`config.mk`:
```
export PLATFORM = sky130hd
export DESIGN_NAME = lab1_imul_req_queue_flat
export DESIGN_NICKNAME = d
export VERILOG_FILES = /design/src/rtl/lab1_imul_req_queue_if.sv /design/src/rtl/lab1_imul_req_queue.sv /design/src/flat_wrapper.sv
export SDC_FILE = /design/constraint.sdc
export NUM_CORES = 1
export LEC_CHECK = 0
export BUFFER_PORTS_ARGS = -buffer_cell sky130_fd_sc_hd__buf_4
export CORE_ASPECT_RATIO = 1.2
export CORE_UTILIZATION = 45
export CTS_CLUSTER_DIAMETER = 120
export DETAILED_ROUTE_END_ITERATION = 10
export HOLD_SLACK_MARGIN = 0.15
export PLACE_DENSITY = 0.72
export SLEW_MARGIN = 15
export SYNTH_ARGS = -nofsm -noshare
export SYNTH_HDL_FRONTEND = slang
export SYNTH_SLANG_ARGS = --single-unit
export TNS_END_PERCENT = 20
```
`constraint.sdc`:
```
create_clock -name clk -period 4.3 [get_ports clk]
set_input_delay 0.86 -clock clk [delete_from_list [all_inputs] [get_ports clk]]
set_output_delay 0.86 -clock clk [all_outputs]
set_load 0.005 [all_outputs]
```
`src/rtl/lab1_imul_req_queue_if.sv`:
```
`default_nettype none
// +----------------------------------------------------------------------------+
// | Module  : lab1_imul_req_queue_if                                            |
// | Brief   : val/rdy message channel carrying one {a,b} operand pair.          |
// | Revision: 1.0  initial release                                              |
// +----------------------------------------------------------------------------+
interface lab1_imul_req_queue_if #(
   parameter int NBITS = 32
);
   logic               val;
   logic               rdy;
   logic [2*NBITS-1:0] msg;

   modport master (output val, output msg, input rdy);
   modport slave  (input val, input msg, output rdy);
endinterface
`default_nettype wire

```
`src/rtl/lab1_imul_req_queue.sv`:
```
`default_nettype none
// +----------------------------------------------------------------------------+
// | Module  : lab1_imul_req_queue                                               |
// | Brief   : Operand FIFO in front of the iterative multiplier. Defining       |
// |           LAB1_IMUL_REQ_QUEUE_SWAP_EN stores the smaller operand in b.      |
// | Revision: 1.0  initial release                                              |
// +----------------------------------------------------------------------------+
module lab1_imul_req_queue #(
   parameter int NBITS       = 32,
   parameter int NUM_ENTRIES = 2
) (
   input  logic                          clk,
   input  logic                          reset,
   lab1_imul_req_queue_if.slave          req,
   lab1_imul_req_queue_if.master         out,
   output logic [$clog2(NUM_ENTRIES):0]  count
`ifdef LAB1_IMUL_REQ_QUEUE_SWAP_EN
   ,
   output logic [31:0]                   swap_cnt
`endif
);

   localparam int c_PTR_W = $clog2(NUM_ENTRIES);
   localparam int c_CNT_W = c_PTR_W + 1;
   localparam logic [c_CNT_W-1:0] c_FULL = c_CNT_W'(NUM_ENTRIES);

   typedef enum logic [1:0] {
      ST_EMPTY   = 2'd0,
      ST_PARTIAL = 2'd1,
      ST_FULL    = 2'd2
   } occ_state_t;

   logic [2*NBITS-1:0] r_mem [NUM_ENTRIES];
   logic [c_PTR_W-1:0] r_wr_ptr;
   logic [c_PTR_W-1:0] r_rd_ptr;
   logic [c_CNT_W-1:0] r_count;
   logic [c_CNT_W-1:0] w_count_nxt;
   logic               r_live;
   occ_state_t         w_state;
   logic               w_enq;
   logic               w_deq;
   logic [2*NBITS-1:0] w_wr_data;

   // r_live holds req_rdy low until the first edge after reset release.
   assign req.rdy   = r_live && (r_count != c_FULL);
   assign out.val   = (r_count != '0);
   assign out.msg   = r_mem[r_rd_ptr];
   assign count     = r_count;
   assign w_enq     = req.val && req.rdy;
   assign w_deq     = out.val && out.rdy;

`ifdef LAB1_IMUL_REQ_QUEUE_SWAP_EN
   logic [NBITS-1:0] w_a;
   logic [NBITS-1:0] w_b;
   logic             w_swap;
   logic [31:0]      r_swap_cnt;

   assign w_a       = req.msg[2*NBITS-1:NBITS];
   assign w_b       = req.msg[NBITS-1:0];
   assign w_swap    = (w_b > w_a);
   assign w_wr_data = w_swap ? {w_b, w_a} : req.msg;
   assign swap_cnt  = r_swap_cnt;

   always_ff @(posedge clk or negedge reset) begin
      if (!reset) begin
         r_swap_cnt <= 32'd0;
      end else if (w_enq && w_swap) begin
         r_swap_cnt <= r_swap_cnt + 32'd1;
      end
   end
`else
   assign w_wr_data = req.msg;
`endif

   always_comb begin
      w_state = ST_PARTIAL;
      if (r_count == '0) begin
         w_state = ST_EMPTY;
      end else if (r_count == c_FULL) begin
         w_state = ST_FULL;
      end
   end

   always_comb begin
      w_count_nxt = r_count;
      case (w_state)
         ST_EMPTY: begin
            if (w_enq) w_count_nxt = c_CNT_W'(1);
         end
         ST_PARTIAL: begin
            if (w_enq && !w_deq) begin
               w_count_nxt = r_count + c_CNT_W'(1);
            end else if (w_deq && !w_enq) begin
               w_count_nxt = r_count - c_CNT_W'(1);
            end
         end
         ST_FULL: begin
            if (w_deq) w_count_nxt = c_CNT_W'(NUM_ENTRIES - 1);
         end
         default: w_count_nxt = r_count;
      endcase
   end

   always_ff @(posedge clk or negedge reset) begin
      if (!reset) begin
         r_count  <= '0;
         r_wr_ptr <= '0;
         r_rd_ptr <= '0;
         r_live   <= 1'b0;
      end else begin
         r_count <= w_count_nxt;
         r_live  <= 1'b1;
         if (w_enq) r_wr_ptr <= r_wr_ptr + c_PTR_W'(1);
         if (w_deq) r_rd_ptr <= r_rd_ptr + c_PTR_W'(1);
      end
   end

   // Storage is deliberately left out of reset.
   always_ff @(posedge clk) begin
      if (w_enq) r_mem[r_wr_ptr] <= w_wr_data;
   end

endmodule
`default_nettype wire

```
`src/flat_wrapper.sv`:
```
// flat-port wrapper written by rule: the top's interface ports become plain ports
module lab1_imul_req_queue_flat 
#(
   parameter int NBITS       = 32,
   parameter int NUM_ENTRIES = 2
)
  (clk, reset, count, req_val, req_msg, req_rdy, out_val, out_msg, out_rdy);
  lab1_imul_req_queue_if #(.NBITS(NBITS)) req_i ();
  lab1_imul_req_queue_if #(.NBITS(NBITS)) out_i ();
  input  logic clk;
  input  logic reset;
  output logic [$clog2(NUM_ENTRIES):0] count;
  input wire logic [$bits(req_i.val)-1:0] req_val;
  input wire logic [$bits(req_i.msg)-1:0] req_msg;
  output wire logic [$bits(req_i.rdy)-1:0] req_rdy;
  output wire logic [$bits(out_i.val)-1:0] out_val;
  output wire logic [$bits(out_i.msg)-1:0] out_msg;
  input wire logic [$bits(out_i.rdy)-1:0] out_rdy;
  assign req_i.val = req_val;
  assign req_i.msg = req_msg;
  assign req_rdy = req_i.rdy;
  assign out_val = out_i.val;
  assign out_msg = out_i.msg;
  assign out_i.rdy = out_rdy;
  lab1_imul_req_queue #(.NBITS(NBITS), .NUM_ENTRIES(NUM_ENTRIES)) u_core (.clk(clk), .reset(reset), .req(req_i), .out(out_i), .count(count));
endmodule
```
### Yosys cells after proc, flatten, opt, wreduce, memory -nomap -nowiden

Memories as Yosys holds them, arrays and structs flattened.
Index checks and enable logic that the tools add are counted.

| word-level totals | value |
|---|---|
| register bits after elaboration | 5 |
| RAM bits | 128 |
| input port bits | 68 |
| output and inout port bits | 68 |
| logic and storage cells | 37 |
| memories kept | 1 |

| operators by class | value |
|---|---|
| add/subtract/negate cells | 4 |
| equal/unequal tests | 7 |
| muxes and demuxes | 9 |
| reduce and logical (&&, ||, !) cells | 12 |

Memories:

| memory | depth | width | rd ports | clocked after memory_dff | write ports | RTL line | RTL |
|---|---|---|---|---|---|---|---|
| u_core.r_mem | 2 | 64 | 1 | 0 | 1 | lab1_imul_req_queue.sv:33 | `logic [2*NBITS-1:0] r_mem [NUM_ENTRIES];` |

Operator list:

| cell | count |
|---|---|
| two-way mux 2 bit | 6 |
| case mux 2 bit (3 select lines) | 1 |
| logical AND 1 bit | 5 |
| equality test 2 bit (second input constant) | 2 |
| zero test 2 bit | 2 |
| != test 2 x 1 -> 1 bit (second input constant) | 2 |
| AND reduction 4 bit | 1 |
| != test 3 x 1 -> 1 bit (second input constant) | 1 |
| nonzero test 3 bit | 1 |
| adder 1 bit (second input constant) | 2 |
| adder 2 x 1 -> 2 bit (second input constant) | 1 |
| equality test 2 x 1 -> 1 bit (second input constant) | 1 |
| zero test 1 bit | 2 |
| two-way mux 1 bit | 2 |
| != test 2 bit (second input constant) | 1 |
| nonzero test 2 bit | 1 |
| subtractor 2 x 1 -> 2 bit (second input constant) | 1 |

### Longest topological paths before layout

| depth | value |
|---|---|
| word-level depth | 8 |
| depth in mapped cells | 3 |
| gate-level depth less buffers | 3 |

### Worst setup path after synthesis

Ideal clock, no wire load.

| timing | value |
|---|---|
| path type | input -> register |
| start | input req_val |
| end | memory u_core.r_mem[0][0] (netlist name), enable pin |
| setup time | 0.475 ns |
| data arrival time | 3.456 ns |
| required time | 3.825 ns |
| path slack | 0.369 ns |
| cell stages on the path | 2 |
| buffers on the path | 0 |
| cell sequence | nand2_1 -> nor3_2 |

| between the ends | value |
|---|---|
| word-level cells in the longest chain between the ends | 3 |

RTL lines:

| element | RTL line | RTL |
|---|---|---|
| start, declared | flat_wrapper.sv:13 | `input wire logic [$bits(req_i.val)-1:0] req_val;` |
| logical AND 1 bit | lab1_imul_req_queue.sv:49 | `assign w_enq = req.val && req.rdy;` |
| two-way mux 1 bit | lab1_imul_req_queue.sv:120 | `if (w_enq) r_mem[r_wr_ptr] <= w_wr_data;` |
| two-way mux 1 bit (not written as such) | lab1_imul_req_queue.sv:120 |  |
| end, declared | lab1_imul_req_queue.sv:33 |  |

Every way passes these cells.

### Worst setup path in the final report

| timing | value |
|---|---|
| start | register u_core.r_rd_ptr |
| end | output out_msg[42] |

| between the ends | value |
|---|---|
| word-level cells in the longest chain between the ends | 1 |

RTL lines:

| element | RTL line | RTL |
|---|---|---|
| start, declared | lab1_imul_req_queue.sv:35 | `logic [c_PTR_W-1:0] r_rd_ptr;` |
| start signal, assigned | lab1_imul_req_queue.sv:114 | `if (w_deq) r_rd_ptr <= r_rd_ptr + c_PTR_W'(1);` |
| memory (2 x 64 bit) | - |  |
| end, declared | flat_wrapper.sv:17 | `output wire logic [$bits(out_i.msg)-1:0] out_msg;` |

Every way passes these cells.

==> impl_summary.md <==
Run status
The run finished with clean final reports.

Timing
The sum of negative setup slack is 0 ns. For the finished layout, the period the worst path requires is 3.10 ns. The count of final hold-check violations was 0. Headroom to the max-slew limit came out at 20.5%. Setup repair after global routing left no endpoint under its margin. The fmax is 323 MHz. Setup violations remaining at the end of the flow were counted as 0. The number of max-slew violations in the final report is 0.

At the pin with the least slew margin, the transition time is 1.19 ns. The clock arrives with 0.00564 ns of skew. After layout, the worst path uses 72.1% of the clock period.

Yosys
The number of nets produced by synthesis is 292. The share of synthesized area in the top cell type comes to 75.7%. Sorting the synthesized cells by area gives the leading types as sky130_fd_sc_hd__edfxtp_1 (76%), sky130_fd_sc_hd__mux2_4 (15%), sky130_fd_sc_hd__mux2_2 (3.1%), sky130_fd_sc_hd__dfrtp_1 (2.5%), sky130_fd_sc_hd__buf_6 (1.3%).

The count of different cell masters after synthesis is 21. Each instance of the synthesized netlist takes up on average 22.7 µm². Sequential elements use 78.1% of the synthesized area. Of the total synthesized cell area, the portion taken by full adders, half adders and majority gates is 0%. Measured against the total synthesized area, the mux share comes to roughly 18%. Summing the areas of all compound-gate instances in the mapped netlist gives 0.764% of the synthesized area. Synthesis produced a netlist whose cell count is 224. Counting flops and latches in the post-synthesis netlist gives 133.

Of the total synthesized cell area, the portion taken by XOR and XNOR cells is 0.172%. The yosys synthesis warning count is 0. The biggest area contributor in the post-synthesis netlist is sky130_fd_sc_hd__edfxtp_1.

Summing every instance area after synthesis gives 5080 µm². The combinational family with the most area after synthesis is multiplexers. Of the total synthesized cell area, the portion taken by AND, OR, NAND and NOR gates is 1.55%.

Floorplan
The die extent in y is between 100 and 150 µm. The total area inside the core boundary comes to between 10,000 and 15,000 µm². The die boundary width is 99.0 µm. The count of boundary I/O pins is around 140.

Row generation in the floorplan step produced 42 rows. The floorplan step defined a die boundary enclosing between 10,000 and 15,000 µm². The initial utilization of the core area, before any placement, comes to 46.0%.

Critical path
By startpoint and endpoint, the worst setup path is classified as register to output port. The launch point of the worst path is u_core.r_rd_ptr. STA classifies the critical path startpoint as a register. STA classifies the critical path endpoint as an output port. The depth of the most critical reg-to-reg path is 3. The worst flop-to-flop path endpoint is u_core.r_mem[1][49]. At the worst endpoint, the arrival time is 2.24 ns. In this run the worst path has a maximum fanout of 65. In this run the critical register-to-register path is launched from u_core.count[1]. At the worst endpoint, the required time is roughly 3.4 ns. The register-to-register setup slack is 2.24 ns.

Clock tree
The quantity of gates resized following cts is 0. The number of hold-repair buffers added at the cts stage is 0. The number of setup buffers added after CTS is 0. The TritonCTS clock tree is yes. The cell sitting at the root of the clock tree is a sky130_fd_sc_hd__clkbuf_16. In this run the number of H-tree levels came out at 4.

The total clock sinks is 133. The worst-skew pair later-pin latency is between 0.4 and 0.5 ns. The clock-pin slew of the registers on the worst-case setup and hold paths is 0.06 ns. The number of clock buffers added by TritonCTS is 17. No sink is reached through more buffers than the 2 on the longest clock path.

Pwr
IR analysis of the VDD net gives a maximum drop of 0.474 mV. Cell internal power was estimated by the tool at between 2 and 3 mW. The cell leakage power is roughly 2.7 nW. Summing internal, switching and leakage power gives 3.95 mW. The analysis attributes to net switching a power of between 0.9 and 1 mW. Sequential cells burn about 44% of the power. In this run switching power makes up 24.7% of total power. The total power per unit cell area is 583 nW/µm². The share of power burned in combinational logic is a little over a fifth. The clock network is responsible for 33.8% of the overall power.

Layout
The count of nets after finishing is between 400 and 500. The number of antenna diodes in the final layout is 0. From synthesis to final layout, the design area changed by 33.2%. In the final layout, the share of cells above drive strength 1 is 61.3%.

The layout has 818 filler cells.

Placement
After legalization and detailed placement, the total HPWL measured 5.30 mm. In this run the tool buffered the top-level ports with 135 buffer cells. At the end of routability-driven placement, the weighted congestion stood at 0.698.

Global routing
The largest net degree at the start of global routing is 66. The global router's overall resource usage is 16.2%. The sum of overflow across all layers after global routing is 0. The initial antenna violation count is 0.

The global-route wire length before repair is 13.8 mm. The via count of the first global-routing pass is ~2,700.

Routing
The total length of routed wires is 8.75 mm. The number of design-rule violations left by the first detailed-router iteration is 96. The count of TritonRoute iterations in the first routing pass is 4. After detailed routing, the average wire length per cell comes to 16.9 µm. Dividing the detail-routed via count by the number of cells gives 4.86.

For this run, design rule violations remaining after detail routing come to 0. The routed layout has 2,515 vias. The number of nets with antenna violations after detailed routing is 0.

Worst hold path
The class of the most critical hold timing path is input pin to asynchronous set/reset pin.

Flow run
The reported max-cap violation count is 0.
power groups by stage:
stage | logic, mW | registers (mW) | clock network, mW
detailed placement | 0.879 | 1.77 | 0
floorplan | 0.651 | 1.60 | 0
CTS | 0.885 | 1.75 | 1.36
finish | 0.870 | 1.74 | 1.34
global placement | 0.867 | 1.76 | 0
global route | 0.923 | 1.77 | 1.42
cells by family (layout without fill, tap and decap cells):
| kind of cell | after synthesis | in the layout |
|---|---|---|
| AO/OA/AOI/OAI | 6 | 6 |
| XOR/XNOR | 1 | 1 |
| buffers and inverters | 7 | 168 |
| flip-flops | 133 | 133 |
| multiplexers | 64 | 64 |
| other | 1 | 1 |
| AND/OR/NAND/NOR | 12 | 12 |
final cells by class:
class / count / area, µm² / area share (%)
flip-flops and latches: 133 / 3970 / 58.7
multi-input cells: 84 / 1050 / 15.5
repair buffers: 136 / 1020 / 15.1
clock buffers: 17 / 425 / 6.29
well taps: 132 / 165 / 2.44
clock inverters: 15 / 133 / 1.96
layout by cell type (no fill, tap or decap):
cell type	n
sky130_fd_sc_hd__o21ai_0	2
sky130_fd_sc_hd__o211ai_1	2
sky130_fd_sc_hd__nor2b_1	2
sky130_fd_sc_hd__clkbuf_16	17
sky130_fd_sc_hd__conb_1	1
sky130_fd_sc_hd__inv_6	3
sky130_fd_sc_hd__nand3b_1	1
sky130_fd_sc_hd__dfrtp_1	4
sky130_fd_sc_hd__nor2b_4	1
sky130_fd_sc_hd__clkinv_1	1
sky130_fd_sc_hd__nor3_4	1
sky130_fd_sc_hd__mux2_2	14
sky130_fd_sc_hd__or2_2	1
sky130_fd_sc_hd__nand2b_1	1
sky130_fd_sc_hd__dfrtp_4	1
sky130_fd_sc_hd__clkinv_2	3
sky130_fd_sc_hd__buf_4	136
sky130_fd_sc_hd__a31oi_1	1
sky130_fd_sc_hd__and3_4	1
sky130_fd_sc_hd__xnor2_1	1
sky130_fd_sc_hd__bufinv_16	1
sky130_fd_sc_hd__clkinv_4	4
sky130_fd_sc_hd__nand3_1	1
sky130_fd_sc_hd__o21a_1	1
sky130_fd_sc_hd__edfxtp_1	128
sky130_fd_sc_hd__clkinvlp_4	3
sky130_fd_sc_hd__mux2_4	50
sky130_fd_sc_hd__nand2_1	3
registers in the layout, indices dropped and copies added, names as in the netlist:
signal	cells
u_core.count	2
u_core.r_rd_ptr	1
u_core.r_wr_ptr	1
u_core.r_mem	128
u_core.r_live	1
through the flow:
step           cells  instance area [µm²]  hold WS (ns)  utilization, %  worst slack (ns)
2_1_floorplan    224                 5080         0.514               -             0.369
3_3_place_gp     485                 6210         0.548            56.3              1.67
3_5_place_dp     485                 6210         0.592            56.3              1.64
4_1_cts          517                 6770         0.228            61.3              1.18
5_1_grt          517                 6770         0.226            61.3              1.13
6_report         517                 6770         0.242            61.3              1.20
worst max-delay path by stage:
stage,to,slack [ns],cells after the start
after floorplan,u_core.r_mem[0][0],0.37,2
after global placement,out_msg[41],1.67,2
after detailed placement,out_msg[35],1.64,2
after CTS,out_msg[35],1.18,2
after global routing,out_msg[35],1.13,2
final,out_msg[42],1.20,2
worst max-delay path, stage by stage, from the launching register on:
cell	delay [ns]
sky130_fd_sc_hd__dfrtp_4	1.14
sky130_fd_sc_hd__mux2_2	0.42
sky130_fd_sc_hd__buf_4	0.13
cells in the mapped netlist:
| cell type | n |
|---|---|
| sky130_fd_sc_hd__or2_2 | 1 |
| sky130_fd_sc_hd__mux2_2 | 14 |
| sky130_fd_sc_hd__nand2_1 | 3 |
| sky130_fd_sc_hd__a31oi_1 | 1 |
| sky130_fd_sc_hd__nand3_1 | 1 |
| sky130_fd_sc_hd__dfrtp_1 | 5 |
| sky130_fd_sc_hd__nor3_2 | 1 |
| sky130_fd_sc_hd__o211ai_1 | 2 |
| sky130_fd_sc_hd__mux2_4 | 50 |
| sky130_fd_sc_hd__o21a_1 | 1 |
| sky130_fd_sc_hd__nor2b_4 | 1 |
| sky130_fd_sc_hd__and3_1 | 1 |
| sky130_fd_sc_hd__o21ai_0 | 2 |
| sky130_fd_sc_hd__xnor2_1 | 1 |
| sky130_fd_sc_hd__buf_2 | 1 |
| sky130_fd_sc_hd__buf_6 | 6 |
| sky130_fd_sc_hd__edfxtp_1 | 128 |
| sky130_fd_sc_hd__conb_1 | 1 |
| sky130_fd_sc_hd__nand2b_1 | 1 |
| sky130_fd_sc_hd__nor2b_1 | 2 |
| sky130_fd_sc_hd__nand3b_1 | 1 |
metal layers:
layer  track usage, %  vias up  wire [µm]
li1                 -     1183          -
met1             18.4     1229       3400
met2             27.3       89       4690
met3             5.85       14        536
met4             7.28        0        123
met5                0        -          0
Power figures use the tool's default switching activity.
